**src/rtl/vitality_pkg.sv**
```systemverilog
// rtl/vitality_pkg.sv - shared types for the vitality controller
package vitality_pkg;

    typedef enum logic [1:0] {
        ST_AWAKE  = 2'd0,
        ST_DROWSY = 2'd1,
        ST_ASLEEP = 2'd2,
        ST_WAKING = 2'd3
    } state_e;

    typedef logic [1:0] level_t;

    // Stress level is the top STRESS_LEVEL_W bits of the stress counter.
    localparam int     STRESS_LEVEL_W = 2;
    localparam level_t STRESS_HIGH    = 2'd2;

endpackage

```
**src/rtl/threshold_classifier.sv**
```systemverilog
// rtl/threshold_classifier.sv - maps a value onto a 2-bit level via three thresholds
module threshold_classifier
    import vitality_pkg::*;
#(
    parameter int W  = 7,
    parameter int T0 = 16,
    parameter int T1 = 64,
    parameter int T2 = 112
) (
    input  logic [W-1:0] value_i,
    output level_t       level_o
);

    localparam logic [W-1:0] T0_W = W'(T0);
    localparam logic [W-1:0] T1_W = W'(T1);
    localparam logic [W-1:0] T2_W = W'(T2);

    // Lowest band whose upper threshold the value sits below.
    always_comb begin
        level_o = 2'd3;
        if (value_i < T0_W) begin
            level_o = 2'd0;
        end else if (value_i < T1_W) begin
            level_o = 2'd1;
        end else if (value_i < T2_W) begin
            level_o = 2'd2;
        end
    end

endmodule

```
**src/rtl/vitality_controller.sv**
```systemverilog
// rtl/vitality_controller.sv - energy/stress counters with a four-state sleep FSM
module vitality_controller
    import vitality_pkg::*;
#(
    parameter int N             = 7,
    parameter int SET_VAL       = 64,
    parameter int LOW_TH        = 16,
    parameter int MID_TH        = 64,
    parameter int HIGH_TH       = 112,
    parameter int INC_STEP      = 2,
    parameter int DEC_STEP      = 1,
    parameter int S             = 5,
    parameter int STRESS_WAKE   = 24,
    parameter int DROWSY_CYCLES = 4
) (
    input  logic         clk,
    input  logic         rst,
    input  logic         tick,
    input  logic         stim,
    input  logic         calm,
    input  logic         setval,
    input  logic         force_wake,
    output logic [N-1:0] energy,
    output logic [S-1:0] stress,
    output logic [1:0]   energy_level,
    output logic [1:0]   stress_level,
    output logic [1:0]   state,
    output logic         asleep,
    output logic         fell_asleep,
    output logic         woke_up
);

    generate
        if (!(LOW_TH < MID_TH && MID_TH < HIGH_TH && HIGH_TH < (1 << N))) begin : g_bad_thresholds
            $error("vitality_controller: thresholds must satisfy LOW_TH < MID_TH < HIGH_TH < 2^N");
        end
        if (SET_VAL >= (1 << N) || STRESS_WAKE >= (1 << S) || DROWSY_CYCLES < 1) begin : g_bad_params
            $error("vitality_controller: SET_VAL, STRESS_WAKE or DROWSY_CYCLES out of range");
        end
    endgenerate

    localparam int CW = (DROWSY_CYCLES > 1) ? $clog2(DROWSY_CYCLES) : 1;

    localparam logic [N-1:0]  SET_W       = N'(SET_VAL);
    localparam logic [N:0]    INC_W       = (N+1)'(INC_STEP);
    localparam logic [N:0]    DEC_W       = (N+1)'(DEC_STEP);
    localparam logic [S-1:0]  STRESS_WAKE_W = S'(STRESS_WAKE);
    localparam logic [CW-1:0] CNT_LAST    = CW'(DROWSY_CYCLES - 1);

    state_e        state_q, state_d;
    logic [N-1:0]  energy_q, energy_d;
    logic [S-1:0]  stress_q, stress_d;
    logic [CW-1:0] cnt_q, cnt_d;
    logic          fell_q, fell_d;
    logic          woke_q, woke_d;

    level_t        e_level;
    logic          stress_hi;
    logic [N:0]    e_ext, e_dec, e_sub, e_add;
    logic          s_up, s_down;

    threshold_classifier #(
        .W  (N),
        .T0 (LOW_TH),
        .T1 (MID_TH),
        .T2 (HIGH_TH)
    ) u_energy_cls (
        .value_i (energy_q),
        .level_o (e_level)
    );

    assign stress_level = stress_q[S-1 -: STRESS_LEVEL_W];
    assign stress_hi    = (stress_level >= STRESS_HIGH);

    // Energy arithmetic is done one bit wider so over/underflow shows up before clamping.
    assign e_ext = {1'b0, energy_q};
    assign e_dec = DEC_W + {{N{1'b0}}, stress_hi};
    assign e_sub = e_ext - e_dec;
    assign e_add = e_ext + INC_W;

    // Next energy: load has priority, otherwise drain while awake and recharge while asleep.
    always_comb begin
        energy_d = energy_q;
        if (setval) begin
            energy_d = SET_W;
        end else if (tick) begin
            case (state_q)
                ST_AWAKE, ST_DROWSY: energy_d = (e_dec > e_ext) ? '0 : e_sub[N-1:0];
                ST_ASLEEP:           energy_d = e_add[N] ? '1 : e_add[N-1:0];
                default:             energy_d = energy_q;
            endcase
        end
    end

    assign s_up   = stim & ~calm;
    assign s_down = (calm & ~stim) | (~stim & ~calm & (state_q == ST_ASLEEP));

    // Next stress: step up on stimulus, down on calm or quiet sleep, saturating both ways.
    always_comb begin
        stress_d = stress_q;
        if (tick) begin
            if (s_up && stress_q != '1) begin
                stress_d = stress_q + S'(1);
            end else if (s_down && stress_q != '0) begin
                stress_d = stress_q - S'(1);
            end
        end
    end

    // Sleep FSM next state, drowsy counter and pulse requests.
    always_comb begin
        state_d = state_q;
        cnt_d   = cnt_q;
        fell_d  = 1'b0;
        woke_d  = 1'b0;
        case (state_q)
            ST_AWAKE: begin
                if (tick && e_level == 2'd0 && !stress_hi) begin
                    state_d = ST_DROWSY;
                    cnt_d   = '0;
                end
            end
            ST_DROWSY: begin
                if (tick) begin
                    if (stim || e_level != 2'd0 || stress_hi) begin
                        state_d = ST_AWAKE;
                    end else if (cnt_q == CNT_LAST) begin
                        state_d = ST_ASLEEP;
                        fell_d  = 1'b1;
                    end else begin
                        cnt_d = cnt_q + CW'(1);
                    end
                end
            end
            ST_ASLEEP: begin
                if (force_wake || (tick && (e_level == 2'd3 || stress_q >= STRESS_WAKE_W))) begin
                    state_d = ST_WAKING;
                end
            end
            ST_WAKING: begin
                if (tick) begin
                    state_d = ST_AWAKE;
                    woke_d  = 1'b1;
                end
            end
            default: state_d = ST_AWAKE;
        endcase
    end

    // State registers; pulses are registered so each lasts exactly one clock.
    always_ff @(posedge clk or posedge rst) begin
        if (rst) begin
            state_q  <= ST_AWAKE;
            energy_q <= SET_W;
            stress_q <= '0;
            cnt_q    <= '0;
            fell_q   <= 1'b0;
            woke_q   <= 1'b0;
        end else begin
            state_q  <= state_d;
            energy_q <= energy_d;
            stress_q <= stress_d;
            cnt_q    <= cnt_d;
            fell_q   <= fell_d;
            woke_q   <= woke_d;
        end
    end

    assign energy       = energy_q;
    assign stress       = stress_q;
    assign energy_level = e_level;
    assign state        = state_q;
    assign asleep       = (state_q == ST_ASLEEP);
    assign fell_asleep  = fell_q;
    assign woke_up      = woke_q;

endmodule

```
**config.mk**
```make
export PLATFORM = sky130hd
export DESIGN_NAME = vitality_controller
export DESIGN_NICKNAME = d
export VERILOG_FILES = /design/src/rtl/vitality_pkg.sv /design/src/rtl/threshold_classifier.sv /design/src/rtl/vitality_controller.sv
export SDC_FILE = /design/constraint.sdc
export NUM_CORES = 1
export LEC_CHECK = 0
export ABC_AREA = 1
export CAP_MARGIN = 20
export CORE_UTILIZATION = 56
export DETAILED_ROUTE_END_ITERATION = 6
export PLACE_DENSITY = 0.94
export SKIP_CTS_REPAIR_TIMING = 1
export SYNTH_ARGS = -nofsm -noshare
export SYNTH_HDL_FRONTEND = slang
export SYNTH_HIERARCHICAL = 1
export SYNTH_SLANG_ARGS = --single-unit
```
**constraint.sdc**
```tcl
create_clock -name clk -period 3 [get_ports clk]
set_input_delay 0.45 -clock clk [delete_from_list [all_inputs] [get_ports clk]]
set_output_delay 0.45 -clock clk [all_outputs]
set_load 0.05 [all_outputs]
```
==> flow_metrics.tcl, run 1 <==
set metrics [dict create \
    drt_iter0_drc 36 \
    crit_path_max_incr_delay_ns 0.84 \
    antenna_found_initial 0 \
    htreeDepth 1 \
    ctsLongestPathBuffers 2 \
    dpl.hpwl_microns 2440 \
    synth-main-ff-cell "dfrtp_1" \
    syn_inst 215 \
    fin_skew_ns 0.0102 \
    drt_wl_total_microns 3170 \
    clkTransAtPathRegs_ns 0.10 \
    cp.buffers_inverters 1 \
    rsz0062_at_grt "no" \
    grt_util_all_layers_pct 25.7 \
    cts_tree "built" \
    internal_power_mw 0.863 \
    whs_ns 0.522 \
    fp.dieH_microns 52.9 \
    grt_pass1_wl_microns 5310 \
    worst_pin_slew_ns 0.662 \
    hp-class "reg2reg" \
    path_delay_family "buffers and inverters" \
    n_antenna_cell 0 \
    grt_pass1_vias 1273 \
    dr.pass1.iters 4 \
    post_drt_wl_per_cell_microns 11.8 \
    period_minus_slack_ns 2.47 \
    num_rows 18 \
    io_pins 28 \
    clock-sinks 18 \
    cp.required_ns 2.55 \
    core_sq_um 2450 \
    crit_fanout 10 \
    setup_viol 0 \
    p_sw_mw 1.14 \
    synthDistinctLibCells 28 \
    synth.ff_latch_count 18 \
    end_kind "output pin" \
    hold_depth 2 \
    tns_ns 0 \
    ys_warn_count 6 \
    cts-root-buf "clkbuf_4" \
    dp_slack_ns 0.688 \
    r2r_slack_ns 0.95 \
    async_flop_share_pct 100 \
    timing.fmax_mhz 405 \
    crit_arrival_ns 2.02 \
    path_cells "nand2_1, a21oi_1, clkdlybuf4s50_1" \
    vdd_drop_max_mv 0.933 \
    finalMaxSlewViolations 0 \
    layout_commonest_cell "nand2_1" \
    status "finished clean" \
    finalCritPeriodShare_pct 82.3 \
    gr-total-overflow 0 \
    pwr-share-clk_pct 6.1 \
    crit_type "reg2out" \
    synth_enable_flop_cells 0 \
    layout_common_cells "nand2_1, clkdlybuf4s50_1, inv_1" \
    final_nets 255 \
    die_x_microns 52.9 \
    syn_avg_cell_area_sq_um 6.74 \
    synth.net_count 229 \
    insertion_delay_ns 0.29 \
    p_leak_nw 0.900 \
    netSwitchingFraction_pct 57.0 \
    start_util_pct 59.1 \
    fin_ws_ns 0.531 \
    seq_power_share_pct 26.0 \
    cap_violations 0 \
    ys_seq_area_share_pct 31.1 \
    numPortBuffers 27 \
    timing.slew.headroom_pct 55.8 \
    worstSetupStartpointType "register" \
    gp_congestion 0.899 \
    synthToLayoutAreaGrowth_pct 20.5 \
    path_depth 3 \
    numCtsBuffers 3 \
    comb_power_share_pct 67.8 \
    dieArea_sq_um 2800 \
    reg2regPathDepth 12 \
    cp_slowest_cell "clkdlybuf4s50_1" \
    vias_per_cell 5.22 \
    drive_above_1_share_pct 9.58 \
    hold_viol_final 0 \
    num_vias 1410 \
    drc_errors 0 \
    grt_max_degree 19 \
    ant_nets 0 \
    p_per_area_nw_per_um2 1150 \
    synth_area_sq_um 1450 \
]
==> flip-flops by register name, summed over array words and instances (netlist names), named ones only <==
signal	count
energy	7
state	1
stress	5
woke_up	1
fell_asleep	1
cnt_q	2
==> synth_stat cells, types with 2 or more instances <==
master | number | area [sq um]
inv_2 | 5 | 18.8
nand2_1 | 71 | 267
ha_1 | 6 | 75.1
o21ai_0 | 4 | 20.0
nor2_4 | 2 | 22.5
nor2_1 | 19 | 71.3
o21ai_1 | 4 | 20.0
nand2_2 | 5 | 31.3
buf_2 | 2 | 10.0
dfrtp_1 | 17 | 425
nand2_4 | 2 | 22.5
xor2_1 | 5 | 43.8
inv_1 | 25 | 93.8
nand4_1 | 3 | 18.8
nand3_1 | 23 | 115
buf_4 | 3 | 22.5
a21oi_1 | 8 | 40.0
==> final timing paths <==
kind,from,to
max,energy[4],energy_level[0]
min,cnt_q[0],cnt_q[0]
max reg2reg,stress[4],stress[4]
min reg2reg,cnt_q[0],cnt_q[0]
max in group asynchronous,rst,state[0]
min in group asynchronous,rst,stress[0]
==> power by group through the flow <==
stage                     clock, mW  sequential [mW]  combinational [mW]
final                         0.123            0.523                1.36
after global routing          0.138            0.540                1.49
after CTS                     0.122            0.522                1.36
after detailed placement          0            0.524                1.35
after global placement            0            0.520                1.31
after floorplan                   0            0.720               0.813
==> stage by stage <==
stage	util [%]	area [sq um]	std cells	power, mW
after floorplan	-	1450	215	1.53
after detailed placement	70.1	1720	266	1.88
after global placement	70.1	1720	266	1.83
final	71.2	1750	270	2.01
after CTS	71.2	1750	270	2.00
after global routing	71.2	1750	270	2.17
==> layout make-up <==
type / count / area, sq um
well taps: 30 / 37.5
flip-flops and latches: 18 / 452
multi-input cells: 161 / 850
inverters: 30 / 113
repair buffers: 27 / 270
clock buffers: 4 / 26.3
fillers: 211 / 707
==> cells by family (layout without fill, tap and decap cells) <==
group	Yosys count	in the layout	share of synthesized area (%)
simple gates	128	128	39.3
buf+inv	36	61	10.3
compound gates	19	19	7.94
flops	18	18	31.1
fa+ha+maj	7	7	6.56
xor+xnor	7	7	4.75
==> layer usage <==
| layer | up-vias | GRT usage, % | wire length [microns] |
|---|---|---|---|
| met2 | 41 | 45.6 | 1640 |
| met5 | - | 0 | 0 |
| met4 | 0 | 6.58 | 23 |
| met3 | 4 | 2.59 | 138 |
| li1 | 720 | - | - |
| met1 | 645 | 33.0 | 1370 |
==> worst register-to-register path: cells and delay by family, from the launching register on <==
family / cells / cell delay, ns
AO/OA/AOI/OAI: 2 / 0.39
adder cells (fa/ha/maj): 1 / 0.41
buffers and inverters: 2 / 0.15
flip-flops: 1 / 0.54
AND/OR/NAND/NOR: 7 / 0.47
(Power assumes the default switching activity.)
==> run 2: changes to the inputs <==
CORE_UTILIZATION = 47   (was 56)
PLACE_DENSITY = 0.85   (was 0.94)
clock period = 2.2 ns   (was 3 ns; I/O delays follow)
==> run 2 against run 1 <==
Net effect:
- the run now ends with DRC left
- utilization down 8.0 points
- first-iteration DRC count up 81%
- clock-buffer cell count unchanged
- global-route usage down 4.4 points
- register-to-register slack worse by 0.68 ns
- clock skew down 0.0069 ns
- clock power up 67%
- critical path type unchanged
==> flow_metrics.tcl, run 2 (synthesis gave the netlist of run 1 again) <==
set metrics [dict create \
    stdcell_area_sq_um 1790 \
    status "finished with violations" \
    dieArea_sq_um 3310 \
    synthToLayoutAreaGrowth_pct 23.3 \
    ant_nets 0 \
    hp-class "in2async" \
    io_pins 28 \
    tns_ns 0 \
    violations "DRC" \
    drt_iter0_drc 65 \
    crit_path_max_incr_delay_ns 0.84 \
    gp_congestion 0.816 \
    cts_tree "built" \
    timing.slew.headroom_pct 56.2 \
    period_minus_slack_ns 2.11 \
    grt_max_degree 19 \
    dpl.hpwl_microns 2420 \
    fin_skew_ns 0.00327 \
    worst_pin_slew_ns 0.657 \
    layoutNonFillerInstCount 275 \
    path_cells "clkdlybuf4s50_1" \
    setup_viol 0 \
    numCtsBuffers 3 \
    crit_arrival_ns 1.78 \
    num_rows 19 \
    gr-total-overflow 0 \
    htreeDepth 1 \
    final_nets 259 \
    antenna_found_initial 0 \
    fp.dieH_microns 57.5 \
    largest_reg_flops 7 \
    clock-sinks 18 \
    fillCellCount 264 \
    grt_util_all_layers_pct 21.3 \
    rsz0062_at_grt "no" \
    drive_above_1_share_pct 12.7 \
    cts-root-buf "clkbuf_4" \
    post_drt_wl_per_cell_microns 11.1 \
    timing.fmax_mhz 474 \
    crit_fanout 10 \
    drc_errors 1 \
    drt_wl_total_microns 3050 \
    worstSetupStartpointType "register" \
    crit_type "reg2out" \
    core_sq_um 2830 \
    fin_ws_ns 0.0890 \
    die_x_microns 57.5 \
    layout_commonest_cell "nand2_1" \
    hold_viol_final 0 \
    insertion_delay_ns 0.29 \
    end_kind "output pin" \
    cap_violations 0 \
    cp.required_ns 1.87 \
    cp.buffers_inverters 1 \
    vias_per_cell 5.10 \
    cp_slowest_cell "clkdlybuf4s50_1" \
    p_per_area_nw_per_um2 1560 \
    num_vias 1403 \
    p_leak_nw 0.931 \
    dr.pass1.iters 6 \
    vdd_drop_max_mv 0.931 \
    n_antenna_cell 0 \
    ctsLongestPathBuffers 2 \
    finalCritPeriodShare_pct 96.0 \
    finalMaxSlewViolations 0 \
    postPlaceCellArea_sq_um 1750 \
    start_util_pct 51.3 \
    dp_slack_ns 0.0709 \
    grt_pass1_vias 1345 \
    dp_cells 271 \
    layout_common_cells "nand2_1, inv_1, clkdlybuf4s50_1" \
    grt_pass1_wl_microns 5600 \
    clkTransAtPathRegs_ns 0.11 \
    path_delay_family "buffers and inverters" \
    numPortBuffers 27 \
]
==> run 2: cell count changes in the layout (fill, tap and decap cells not counted), sizes merged <==
cell           previous run  this run
buf                       0         6
clkdlybuf4s50            27        25
==> run 2: through the flow <==
step	hold WS [ns]	utilization (%)	power [mW]
finish	0.421	63.2	2.79
global route	0.487	63.2	3.04
CTS	0.457	63.2	2.81
detailed placement	0.487	61.9	2.59
global placement	0.476	61.9	2.56
floorplan	0.268	-	2.10
==> run 2: final timing paths <==
kind	from	slack (ns)	depth (start not counted)	to
max reg2reg	stress[3]	0.27	12	stress[4]
max in group asynchronous	rst	1.36	2	energy[4]
min reg2reg	cnt_q[1]	0.51	2	cnt_q[1]
max	energy[6]	0.09	1	energy_level[1]
min in group clk	cnt_q[1]	0.51	2	cnt_q[1]
min	rst	0.42	2	stress[0]
==> run 2: where the power goes <==
group          internal, mW  switching, mW  leakage [nW]
clock                 0.101          0.104        0.0210
combinational         0.688           1.26         0.679
sequential            0.457          0.172         0.231
==> run 2: cell type report <==
cell class	count	area, sq um	area share [%]
multi-input combinational	161	853	47.7
sequential	18	452	25.3
timing repair buffer	31	295	16.5
inverter	30	113	6.30
tap	31	38.8	2.17
clock buffer	4	36.3	2.03
==> run 2: per-layer routing <==
metal / vias to the layer above / share of wire [%] / track usage [%]
li1: 729 / - / -
met1: 628 / 47 / 28.2
met2: 42 / 47 / 36.4
met3: 4 / 4.8 / 2.49
met4: 0 / 0.66 / 6.27
met5: - / 0 / 0
